## src/rtl/display_sched_pkg.sv

```systemverilog
// Shared types for the display line prefetch scheduler.
// State encoding and line-length derivation.
package display_sched_pkg;

  typedef enum logic [2:0] {
    S_IDLE,
    S_LOAD,
    S_ISSUE,
    S_WAIT_ACK,
    S_DRAIN
  } state_t;

  localparam int LEN_W = 12;
  localparam int CNT_W = 3;

  function automatic int line_words(
    input int h_active,
    input int pix_per_word
  );
    return h_active / pix_per_word;
  endfunction

endpackage

```

## src/rtl/display_sync_edge_det.sv

```systemverilog
// Registers vsync/DE and emits frame-start,
// line-start and line-consume pulses.
module display_sync_edge_det (
  input  logic clk,
  input  logic rst_n,
  input  logic vs,
  input  logic de,
  output logic fs,
  output logic line_start,
  output logic line_consume
);

  logic vs_q;
  logic de_q;

  // vsync idles high, so reset to the inactive level
  always_ff @(posedge clk or negedge rst_n) begin
    if (!rst_n) begin
      vs_q <= 1'b1;
      de_q <= 1'b0;
    end else begin
      vs_q <= vs;
      de_q <= de;
    end
  end

  assign fs           = vs_q & ~vs;
  assign line_start   = de & ~de_q;
  assign line_consume = de_q & ~de;

endmodule

```

## src/rtl/display_line_fetch_sched.sv

```systemverilog
// Frame-buffer line prefetch scheduler: one DMA
// request per active line, credit-limited.
module display_line_fetch_sched #(
  parameter int H_ACTIVE       = 640,
  parameter int V_ACTIVE       = 480,
  parameter int PIX_PER_WORD   = 2,
  parameter int AW             = 32,
  parameter int LINE_STRIDE    = 1280,
  parameter int PREFETCH_LINES = 2
) (
  input  logic          in_pclk,
  input  logic          in_rstn,
  input  logic          in_enable,
  input  logic          in_vs,
  input  logic          in_de,
  input  logic [AW-1:0] in_fb_base,
  output logic          out_req_valid,
  output logic [AW-1:0] out_req_addr,
  output logic [11:0]   out_req_len,
  input  logic          in_req_ready,
  input  logic          in_line_done,
  output logic [11:0]   out_line_idx,
  output logic          out_busy,
  output logic          out_underrun,
  input  logic          in_underrun_clr
);

  import display_sched_pkg::*;

  localparam int LINE_WORDS =
    line_words(H_ACTIVE, PIX_PER_WORD);
  localparam int IW = $clog2(V_ACTIVE + 1);

  state_t state;
  state_t state_nx;

  logic [AW-1:0]    addr;
  logic [IW-1:0]    issued;
  logic [CNT_W-1:0] occ;
  logic [CNT_W-1:0] occ_nx;
  logic [CNT_W-1:0] rdy;
  logic [CNT_W-1:0] rdy_nx;
  logic [11:0]      line_idx;
  logic             underrun;
  logic             fs_pend;

  logic fs;
  logic line_start;
  logic line_consume;
  logic accept;
  logic load;

  display_sync_edge_det u_edge (
    .clk          (in_pclk),
    .rst_n        (in_rstn),
    .vs           (in_vs),
    .de           (in_de),
    .fs           (fs),
    .line_start   (line_start),
    .line_consume (line_consume)
  );

  assign accept = (state == S_WAIT_ACK) && in_req_ready;
  assign load   = (state == S_LOAD);

  always_comb begin
    state_nx = state;
    unique case (state)
      S_IDLE: begin
        if (fs && in_enable) state_nx = S_LOAD;
      end
      S_LOAD: state_nx = S_ISSUE;
      S_ISSUE: begin
        if (fs)
          state_nx = S_LOAD;
        else if (issued == IW'(V_ACTIVE))
          state_nx = S_DRAIN;
        else if (occ < CNT_W'(PREFETCH_LINES))
          state_nx = S_WAIT_ACK;
      end
      // a pending request is never withdrawn
      S_WAIT_ACK: begin
        if (in_req_ready)
          state_nx = (fs || fs_pend) ? S_LOAD : S_ISSUE;
      end
      S_DRAIN: begin
        if (fs) state_nx = in_enable ? S_LOAD : S_IDLE;
      end
      default: state_nx = S_IDLE;
    endcase
  end

  always_comb begin
    occ_nx = occ;
    if (accept)
      occ_nx = occ_nx + CNT_W'(1);
    if (line_consume && occ != '0)
      occ_nx = occ_nx - CNT_W'(1);
  end

  // done and consume together leave rdy unchanged
  always_comb begin
    rdy_nx = rdy;
    if (in_line_done && !line_consume) begin
      if (rdy < occ) rdy_nx = rdy + CNT_W'(1);
    end else if (line_consume && !in_line_done) begin
      if (rdy != '0) rdy_nx = rdy - CNT_W'(1);
    end
  end

  always_ff @(posedge in_pclk or negedge in_rstn) begin
    if (!in_rstn) begin
      state <= S_IDLE;
    end else begin
      state <= state_nx;
    end
  end

  always_ff @(posedge in_pclk or negedge in_rstn) begin
    if (!in_rstn) begin
      fs_pend <= 1'b0;
    end else if (state == S_WAIT_ACK) begin
      fs_pend <= accept ? 1'b0 : (fs_pend | fs);
    end else begin
      fs_pend <= 1'b0;
    end
  end

  always_ff @(posedge in_pclk or negedge in_rstn) begin
    if (!in_rstn) begin
      addr     <= '0;
      issued   <= '0;
      line_idx <= '0;
    end else if (load) begin
      addr     <= in_fb_base;
      issued   <= '0;
      line_idx <= '0;
    end else if (accept) begin
      addr     <= addr + AW'(LINE_STRIDE);
      issued   <= issued + IW'(1);
      line_idx <= line_idx + 12'd1;
    end
  end

  always_ff @(posedge in_pclk or negedge in_rstn) begin
    if (!in_rstn) begin
      occ <= '0;
      rdy <= '0;
    end else if (load) begin
      occ <= '0;
      rdy <= '0;
    end else begin
      occ <= occ_nx;
      rdy <= rdy_nx;
    end
  end

  always_ff @(posedge in_pclk or negedge in_rstn) begin
    if (!in_rstn) begin
      underrun <= 1'b0;
    end else if (line_start && rdy == '0
                 && state != S_IDLE) begin
      underrun <= 1'b1;
    end else if (in_underrun_clr) begin
      underrun <= 1'b0;
    end
  end

  assign out_req_valid = (state == S_WAIT_ACK);
  assign out_req_addr  = addr;
  assign out_req_len   = 12'(LINE_WORDS);
  assign out_line_idx  = line_idx;
  assign out_busy      = (state != S_IDLE);
  assign out_underrun  = underrun;

endmodule
```

## config.mk

```make
export PLATFORM = sky130hd
export DESIGN_NAME = display_line_fetch_sched
export DESIGN_NICKNAME = d
export VERILOG_FILES = /design/src/rtl/display_sched_pkg.sv /design/src/rtl/display_sync_edge_det.sv /design/src/rtl/display_line_fetch_sched.sv
export SDC_FILE = /design/constraint.sdc
export NUM_CORES = 1
export LEC_CHECK = 0
export ABC_AREA = 1
export CORE_MARGIN = 4
export CORE_UTILIZATION = 50
export CTS_CLUSTER_SIZE = 30
export DETAILED_ROUTE_END_ITERATION = 10
export PLACE_DENSITY_LB_ADDON = 0.12
export SETUP_SLACK_MARGIN = 0.4
export SLEW_MARGIN = 20
export SYNTH_ARGS = -nofsm -noshare
export SYNTH_HDL_FRONTEND = slang
export SYNTH_SLANG_ARGS = --single-unit
```

## constraint.sdc

```tcl
create_clock -name in_pclk -period 4.1 [get_ports in_pclk]
set_input_delay 1.23 -clock in_pclk [delete_from_list [all_inputs] [get_ports in_pclk]]
set_output_delay 1.23 -clock in_pclk [all_outputs]
set_load 0.05 [all_outputs]
```

* Word-level counts from Yosys, hierarchy flattened
Index checks and enable logic that the tools add are counted.
** Storage, ports and cells
- Flip-flop bits (word level) :: 66
- Bits in latches :: 0
- Memory bits (writable) :: 0
- Bits in read-only memories :: 0
- Input bits :: 40
- Output and inout port bits :: 59
- Logic and storage cells :: 84
- Memories :: 0
** Cells by class
- $add $sub $neg :: 7
- Multipliers :: 0
- Divide/modulo/power cells :: 0
- Order comparisons :: 2
- Eq/ne operators :: 10
- Shift-type cells :: 0
- Mux-type cells :: 27
- Bitwise logic cells :: 7
- Reductions and logical operators :: 21
** Operator list (number)
- $mux 32 :: 2
- $mux 3 :: 14
- $add 32x11->32 const B :: 1
- $mux 12 :: 2
- $mux 9 :: 2
- $pmux 3 s5 :: 1
- $reduce_bool 3->1 :: 5
- $add 12x1->12 const B :: 1
- $add 9x1->9 const B :: 1
- $eq 9x9->1 const B :: 1
- $logic_and 1x1->1 :: 7
- $add 3x1->3 const B :: 2
- $eq 3x2->1 const B :: 2
- $logic_not 3->1 :: 2
- $sub 3x1->3 const B :: 2
- $mux 1 :: 5
- $ne 2x2->1 const B :: 2
- $ne 4x4->1 const B :: 1
- $reduce_and 4->1 :: 1
- $reduce_bool 2->1 :: 2
- $and 1x1->1 :: 3
- $eq 3x1->1 const B :: 1
- $eq 3x3->1 const B :: 1
- $lt 3x2->1 const B :: 1
- other kinds (9) :: 12

* Logic depth before layout (Yosys ltp)
- Depth in word-level cells :: 6
- Mapped depth :: 13
- Gate-level depth less buffers :: 13

* Modules after synthesis
A second synthesis with hierarchy kept.
** Unflattened totals
- Cell total of the unflattened synthesis :: 578
- Area total of the unflattened synthesis :: 4221.5 um^2
** By module, submodules not included
- display_line_fetch_sched :: times used 1, cells an instance 570, area each 4147.7 um^2, sequential area each 1601.5 um^2
- display_sync_edge_det :: times used 1, cells an instance 8, area each 73.8 um^2, sequential area each 51.3 um^2

* Worst setup path after synthesis
OpenSTA, ideal clock, no wires.
- Path kind :: input -> register
- Start :: in in_de
- End :: reg rdy[2]
- Library setup time :: 126 ps
- Data arrival time :: 2290 ps
- Data required time :: 3974 ps
- Setup slack :: 1684 ps
- Stages :: 8
- Path buffers :: 0
- Cells stage by stage :: nor2_1 nor2_1 fa_1 xor2_1 xnor2_1 nor2_1 nand2_1 o21ai_0
** Between the ends
- Word-level cells in the longest chain between the ends :: 6
- Elaborated cells on any way between the ends :: 11
- Those cells by class :: eq/ne: 1; mux: 2; bitwise: 2; reduce/logical: 6
** Ends and longest elaborated chain
- start, declared :: RTL line display_line_fetch_sched.sv:15 : input logic in_de,
- $not 1->1 (*) :: RTL line display_sync_edge_det.sv:29 : assign line_consume = de_q & ~de;
- $and 1x1->1 (*) :: RTL line display_sync_edge_det.sv:29
- $logic_not 1->1 :: RTL line display_line_fetch_sched.sv:104 : if (in_line_done && !line_consume) begin
- $logic_and 1x1->1 :: RTL line display_line_fetch_sched.sv:104
- $ne 3x2->1 (no line), or another cell as far along
- $reduce_and 3->1 (no line) or $mux 3 (tied branches)
- end signal, assigned :: RTL line display_line_fetch_sched.sv:154 : rdy <= rdy_nx;
- end, declared :: RTL line display_line_fetch_sched.sv:41 : logic [CNT_W-1:0] rdy;
Mark *: on every way between the ends. The rest lies on a longest branch, timed or not.
A chain may end at the register's enable or synchronous reset.

* Worst setup path in the final report
- Start :: reg state[2]
- End :: out out_req_valid
** Between the ends
- Word-level cells in the longest chain between the ends :: 1
** Ends and longest elaborated chain
- start, declared :: RTL line display_line_fetch_sched.sv:34 : state_t state;
- start signal, assigned :: RTL line display_line_fetch_sched.sv:115 : state <= state_nx;
- $eq 3x2->1 :: RTL line display_line_fetch_sched.sv:169 : assign out_req_valid = (state == S_WAIT_ACK);
- end, declared :: RTL line display_line_fetch_sched.sv:17 : output logic out_req_valid,
Every way passes these cells.

==> impl_metrics.json <==
{
  "antenna_left": 0,
  "yosys_most_used_dff": "sky130_fd_sc_hd__dfrtp_1",
  "path_clk_slew_ns": 0.07,
  "unrepaired_setup_endpoints_after_global_routing": "false",
  "max_slew.worst_pin.slew_ns": 0.680,
  "wl_per_cell_um": 13.2,
  "post-synth-top-count-cell": "sky130_fd_sc_hd__nand2_1",
  "worst_ep_arrival_time_ns": 1.93,
  "synth_seq_area_share": 0.404,
  "syn2layout_area_growth_pct": 25.0,
  "layout.filler_cells": 689,
  "num_io_pins": 99,
  "global_route_total_usage_across_every_layer": 0.212,
  "path_class": "reg2out",
  "fin_worst_hold_slack_ns": 0.475,
  "count_of_inserted_antenna_diode_cells": 0,
  "cts-htree-levels": 3,
  "mean_syn_cell_area_sq_um": 7.18,
  "fin_skew_ns": 0.0142,
  "die_w_um": 98.5,
  "post_cts.repair.setup_buffers": 0,
  "cts_root_buf": "sky130_fd_sc_hd__clkbuf_8",
  "worstSkewPairLatency_ns": 0.35,
  "timing.fmax_mhz": 317,
  "power.density_cell_area_mw_per_mm2": 755,
  "detail_route.drc_violations": 0,
  "dpl_cell_area_sq_mm": 0.00494,
  "drt_pre_antenna_iters": 5,
  "final_design_area_no_fill_sq_mm": 0.00511,
  "num_vias": 3913,
  "grt_first_pass_wirelength_mm": 17.2,
  "port_buffers": 86,
  "fraction_of_layout_instances_using_a_drive_strength_above_1": 0.0578,
  "ir_drop_mv": 0.461,
  "share_comb_of_total_power": 0.582,
  "fp.dieH_um": 98.5,
  "netlist_instances": 570,
  "avg_vias_per_cell": 5.15,
  "pre_cts_ws_ns": 1.01,
  "antenna_found_initial": 0,
  "setup.worst_path.start_class": "flip-flop",
  "async_reset_ff_frac": 1.00,
  "floorplan.rows": 32,
  "final.setup.tns_ns": 0,
  "largest_net_degree_at_the_start_of_global_routing": 64,
  "power_switching_share": 0.521,
  "die_area_sq_mm": 0.00969,
  "timing.final.crit_share": 0.770,
  "power.net_switching_mw": 2.01,
  "min_period_ns": 3.16,
  "worst_slew_margin_rel": 0.546,
  "synth_warnings": 0,
  "count_of_nets_after_finishing": 703,
  "end_kind": "primary output",
  "cts_tree": "yes",
  "detailed_place_hpwl_mm": 7.07,
  "synth.lib_cells_used.distinct": 36,
  "cts-root-to-sink-buffers": 2,
  "post-layout-total-power_mw": 3.86,
  "synth.area.top_cells": "sky130_fd_sc_hd__dfrtp_1 40%, sky130_fd_sc_hd__nand2_1 16%, sky130_fd_sc_hd__nor2_1 6.8%",
  "netlist_area_sq_mm": 0.00409,
  "cts.repair.resized": 0,
  "outcome": "complete, no violations",
  "internal_power_mw": 1.85,
  "gp_congestion": 0.824,
  "post_synth_top_area_share": 0.398,
  "number_of_violations_of_the_max_capacitance_limit": 0,
  "top_cells_by_count_synth": "174 x sky130_fd_sc_hd__nand2_1, 74 x sky130_fd_sc_hd__nor2_1, 65 x sky130_fd_sc_hd__dfrtp_1",
  "cts.hold.buffers_added": 0,
  "sequentialPowerShare": 0.293,
  "leakage_nw": 2.44,
  "grt_overflow_total": 0,
  "routed_wirelength_mm": 10.0,
  "report.final.setup_viol": 0,
  "grt_pass1_vias": 3675,
  "final-max-slew-violation-count": 0,
  "cts_inserted_buffers": 9,
  "synth_enable_flop_cells": 0,
  "core-area_sq_mm": 0.00785,
  "final_hold_viol_count": 0,
  "number_of_violations_reported_at_the_end_of_detailed_routing_iteration_0": 246,
  "p_clk_frac": 0.125,
  "holdCritPathClass": "reg2reg",
  "timing.final.ws_setup_ns": 0.943,
  "initial_util": 0.521,
  "clock_sink_total": 66,
  "cp.required_ns": 2.87,
  "crit_fanout": 6,
  "netlist.top_cell.by_area": "sky130_fd_sc_hd__dfrtp_1",
  "synth_seq_cells": 66
}
stage by stage:
stage	cells	util
after floorplan	580	-
after global placement	744	0.630
after detailed placement	744	0.630
after CTS	760	0.651
after global routing	760	0.651
final	760	0.651
cells in the final DEF (no fill, tap or decap), types with 2 or more instances in the layout:
cell                              Yosys  final
sky130_fd_sc_hd__nor2_1              74     73
sky130_fd_sc_hd__o21bai_1             2      2
sky130_fd_sc_hd__nor2_2               2      2
sky130_fd_sc_hd__nand2_1            174    174
sky130_fd_sc_hd__o21ai_1              4      4
sky130_fd_sc_hd__nand2_4              4      4
sky130_fd_sc_hd__a21oi_1             22     22
sky130_fd_sc_hd__clkbuf_1             0      3
sky130_fd_sc_hd__clkbuf_8             0     10
sky130_fd_sc_hd__nor3_1               8      8
sky130_fd_sc_hd__o211ai_1             3      3
sky130_fd_sc_hd__dfrtp_1             65     65
sky130_fd_sc_hd__nand3b_1             6      6
sky130_fd_sc_hd__clkinv_2             0      3
sky130_fd_sc_hd__xor2_1               3      3
sky130_fd_sc_hd__nor2_4               3      4
sky130_fd_sc_hd__xnor2_1              2      2
sky130_fd_sc_hd__or2_2                5      5
sky130_fd_sc_hd__nand3_1             45     45
sky130_fd_sc_hd__clkdlybuf4s50_1      0     85
sky130_fd_sc_hd__and3_1               2      2
sky130_fd_sc_hd__conb_1               2     12
sky130_fd_sc_hd__inv_1               56     56
sky130_fd_sc_hd__nand4_1              9      9
sky130_fd_sc_hd__o22ai_1              7      7
sky130_fd_sc_hd__o21ai_0             24     24
sky130_fd_sc_hd__inv_2                3      3
sky130_fd_sc_hd__buf_4               17      4
sky130_fd_sc_hd__ha_1                 9      9
worst paths after layout:
check / start / endpoint / slack (ns) / cells after the start
setup / recovery: state[2]$_DFFE_PN0P_ / out_req_valid / 0.94 / 4
hold / removal: out_req_addr[7]$_DFFE_PN0P_ / out_req_addr[7]$_DFFE_PN0P_ / 0.48 / 2
setup reg to reg: state[2]$_DFFE_PN0P_ / out_req_addr[19]$_DFFE_PN0P_ / 1.88 / 9
hold reg to reg: out_req_addr[7]$_DFFE_PN0P_ / out_req_addr[7]$_DFFE_PN0P_ / 0.48 / 2
max in group asynchronous: in_rstn / out_req_addr[23]$_DFFE_PN0P_ / 2.55 / 2
min in group asynchronous: in_rstn / out_req_addr[18]$_DFFE_PN0P_ / 0.90 / 1
area by class of cell:
| cell class | instances | area, sq um | area share |
|---|---|---|---|
| tap | 102 | 128 | 0.0250 |
| clock inverter | 3 | 15.0 | 0.00294 |
| multi-input combinational | 428 | 2070 | 0.404 |
| inverter | 59 | 221 | 0.0433 |
| timing repair buffer | 89 | 881 | 0.172 |
| sequential | 66 | 1650 | 0.323 |
| clock buffer | 13 | 149 | 0.0291 |
logic make-up (layout without fill, tap and decap cells):
| family | count (synthesis) | after routing | share of synthesized area |
|---|---|---|---|
| buf+inv | 86 | 164 | 0.102 |
| xor+xnor | 5 | 5 | 0.0107 |
| other cells | 2 | 12 | 0.00184 |
| flops | 66 | 66 | 0.404 |
| simple gates | 334 | 334 | 0.359 |
| fa+ha+maj | 10 | 10 | 0.0324 |
| compound gates | 67 | 67 | 0.0899 |
power by group through the flow:
| stage | Sequential, mW | Combinational, mW | Clock (mW) |
|---|---|---|---|
| floorplan | 1.66 | 1.10 | 0 |
| global placement | 1.13 | 2.20 | 0 |
| detailed placement | 1.13 | 2.25 | 0 |
| CTS | 1.13 | 2.26 | 0.488 |
| global route | 1.17 | 2.46 | 0.516 |
| finish | 1.13 | 2.25 | 0.482 |
worst max-delay path: stages (launching register included):
cell	delay, ns
sky130_fd_sc_hd__dfrtp_1	0.42
sky130_fd_sc_hd__inv_2	0.10
sky130_fd_sc_hd__nand2_4	0.09
sky130_fd_sc_hd__nor2_8	0.14
sky130_fd_sc_hd__clkdlybuf4s50_1	0.82
flip-flops by register name (all words and copies together), names as in the netlist:
register	cells
state	3
fs_pend	1
u_edge.de_q	1
out_line_idx	12
u_edge.vs_q	1
occ	3
issued	9
out_underrun	1
out_req_addr	32
rdy	3
metal layers:
layer  global-route usage  routed length, um
met1                0.287               4470
met2                0.344               4790
met3               0.0425                617
met4               0.0693                143
met5                    0                  0
Power figures use the tool's default switching activity.
==> RTL edit (same settings) <==
`CNT_W`: 3 -> 6.
--- a/src/rtl/display_sched_pkg.sv
+++ b/src/rtl/display_sched_pkg.sv
@@ -11,7 +11,7 @@
   } state_t;
 
   localparam int LEN_W = 12;
-  localparam int CNT_W = 3;
+  localparam int CNT_W = 6;
 
   function automatic int line_words(
     input int h_active,
Behaviour: same outputs for any inputs over 10 cycles, from zero or initial values and one cycle with in_rstn low; that may be too few to reach the edited logic, so the function may still have changed.
==> RTL edit against the original RTL <==
Largest power group unchanged; area after synthesis rose by 11%; count of clock-buffer cells in the layout fell by 2; worst setup slack got worse by 0.017 ns; cell area rose by 9.4%; global-route usage rose by 0.89 points; critical path depth fell by 1; total power rose by 11%; clock power rose by 13%; critical endpoint unchanged; cell count rose by 6.2%; critical path type unchanged; clock skew fell by 0.0053 ns; routed wire length rose by 13%; largest cell class unchanged; sequential power rose by 12%; sequential cell count rose by 6.
==> RTL edit: results (changes against the original RTL) <==
worst_slew_pin_slew_ns: 0.770  # was 0.680 ns
cts_max_level: 3  # unchanged
gp_congestion: 0.931  # was 0.824
synthCells: 614  # was 570
status: "finished, final reports clean"  # unchanged
grt_use_met3: 0.0318  # was 0.0425
whs_ns: 0.491  # was 0.475 ns
seq_area_frac_synth: 0.398  # was 0.404
grt_pass1_wl_um: 18900  # was 17200 um
placedCellCount: 791  # was 744
clock_latency_ns: 0.36
grt_usage: 0.221  # was 0.212
fillers: 813  # was 689
hold_class: "reg2reg"  # unchanged
dr.pass1.iters: 5  # unchanged
ctsResizeCount: 0  # unchanged
cpPeakStageDelay_ns: 0.86  # was 0.82 ns
critical_path_arrival_ns: 1.94
synth_cell_types: 46  # was 36
finalNonFillerCells: 807  # was 760
synth-xor-area-share: 0.00967  # was 0.0107
skew_ns: 0.00886  # was 0.0142 ns
crit_family: "buffers and inverters"  # unchanged
async_reset_ff_frac: 1.00  # unchanged
avgViaCountPerCell: 5.33  # was 5.15
crit_fanout: 5  # was 6
r2r_start: "state[0]$_DFFE_PN0P_"  # was state[2]$_DFFE_PN0P_
min_path_cells: 2  # unchanged
worst_r2r_path_depth: 9  # unchanged
reg2reg_to: "out_req_addr[14]$_DFFE_PN0P_"  # was out_req_addr[19]$_DFFE_PN0P_
largest_reg_flops: 32  # unchanged
grt_pass1_vias: 4227  # was 3675
swShare: 0.525  # was 0.521
cts_made_buffers: 9  # unchanged
grt_use_met2: 0.378  # was 0.344
ys_top_cells_by_area: "dfrtp_1 (39%), nand2_1 (13%), nor2_1 (5.2%)"  # was dfrtp_1 (40%), nand2_1 (16%), nor2_1 (6.8%)
powerClk_w: 0.000547  # was 0.000482 W
synth-edff-count: 0  # unchanged
min_to: "out_req_addr[7]$_DFFE_PN0P_"  # unchanged
hpwl_um: 8090  # was 7070 um
synthAdderAreaFrac: 0.0459  # was 0.0324
seq_power_w: 0.00127  # was 0.00113 W
place_ws_ns: 0.823  # was 1.01 ns
cts_setup_buffers: 0  # unchanged
nNetsFinal: 750  # was 703
clkTransAtPathRegs_ns: 0.08
grtUsageMet1: 0.283  # was 0.287
grt_max_degree: 57  # was 64
synthTopCellsByCount: "nand2_1 (156), dfrtp_1 (71), nor2_1 (63)"  # was nand2_1 (174), nor2_1 (74), dfrtp_1 (65)
placed_area_um2: 5400  # was 4940 um2
power.leakage_nw: 2.62  # was 2.44 nW
layout-drive-gt1-share: 0.0815  # was 0.0578
p_clk_frac: 0.127  # was 0.125
wl_per_cell_um: 14.1  # was 13.2 um
post-route-period-util: 0.774  # was 0.770
r2r_setup_slack_ns: 1.80  # was 1.88 ns
drtIter0Drc: 211  # was 246
peakVddDrop_v: 0.000452  # was 0.000461 V
synth_compound_area_frac: 0.118  # was 0.0899
==> RTL edit: changes by cell type after synthesis, moves of 5 or more <==
cell      before  now
a21oi_1       22   27
nor2_2         2    8
nor2_1        74   63
nand3b_1       6    1
nor3_1         8   19
inv_1         56   62
dfrtp_1       65   71
ha_1           9   15
nand2_1      174  156
o21ai_0       24   35
nand4_1        9   15
==> RTL edit: how the worst max path moves through the flow <==
stage                              start                            to  slack [ns]  cells past startpoint
floorplan                          in_de            rdy[5]$_DFFE_PN0P_        1.54                     14
global placement            in_req_ready  out_line_idx[10]$_DFFE_PN0P_        0.90                      7
detailed placement          in_req_ready  out_line_idx[10]$_DFFE_PN0P_        0.82                      7
CTS                 state[0]$_DFFE_PN0P_                 out_req_valid        0.91                      3
global route        state[0]$_DFFE_PN0P_                 out_req_valid        0.81                      3
finish              state[0]$_DFFE_PN0P_                 out_req_valid        0.93                      3
==> RTL edit: final cells by class <==
class / count / area [um2] / area share
flip-flops and latches: 72 / 1800 / 0.322
well taps: 108 / 135 / 0.0242
clock buffers: 11 / 151 / 0.0271
multi-input cells: 452 / 2310 / 0.413
inverters: 70 / 265 / 0.0474
repair buffers: 89 / 891 / 0.159
clock inverters: 5 / 40.0 / 0.00716
==> RTL edit: worst reg2reg max path: stages (launching register included) <==
cell and delay (ns):
dfrtp_1 0.45, inv_1 0.09, nor2_1 0.12, nand2_2 0.07, inv_2 0.57, nor2_2 0.30
inv_2 0.37, nand2_1 0.10, o31ai_1 0.09, inv_2 0.04
==> RTL edit: metal layers <==
metal  up-vias  part of all wire  wire (um)
li1       2152                 -          -
met1      2004              0.44       5040
met2       134              0.48       5470
met3        12             0.061        695
met4         0             0.014        161
met5         -                 0          0
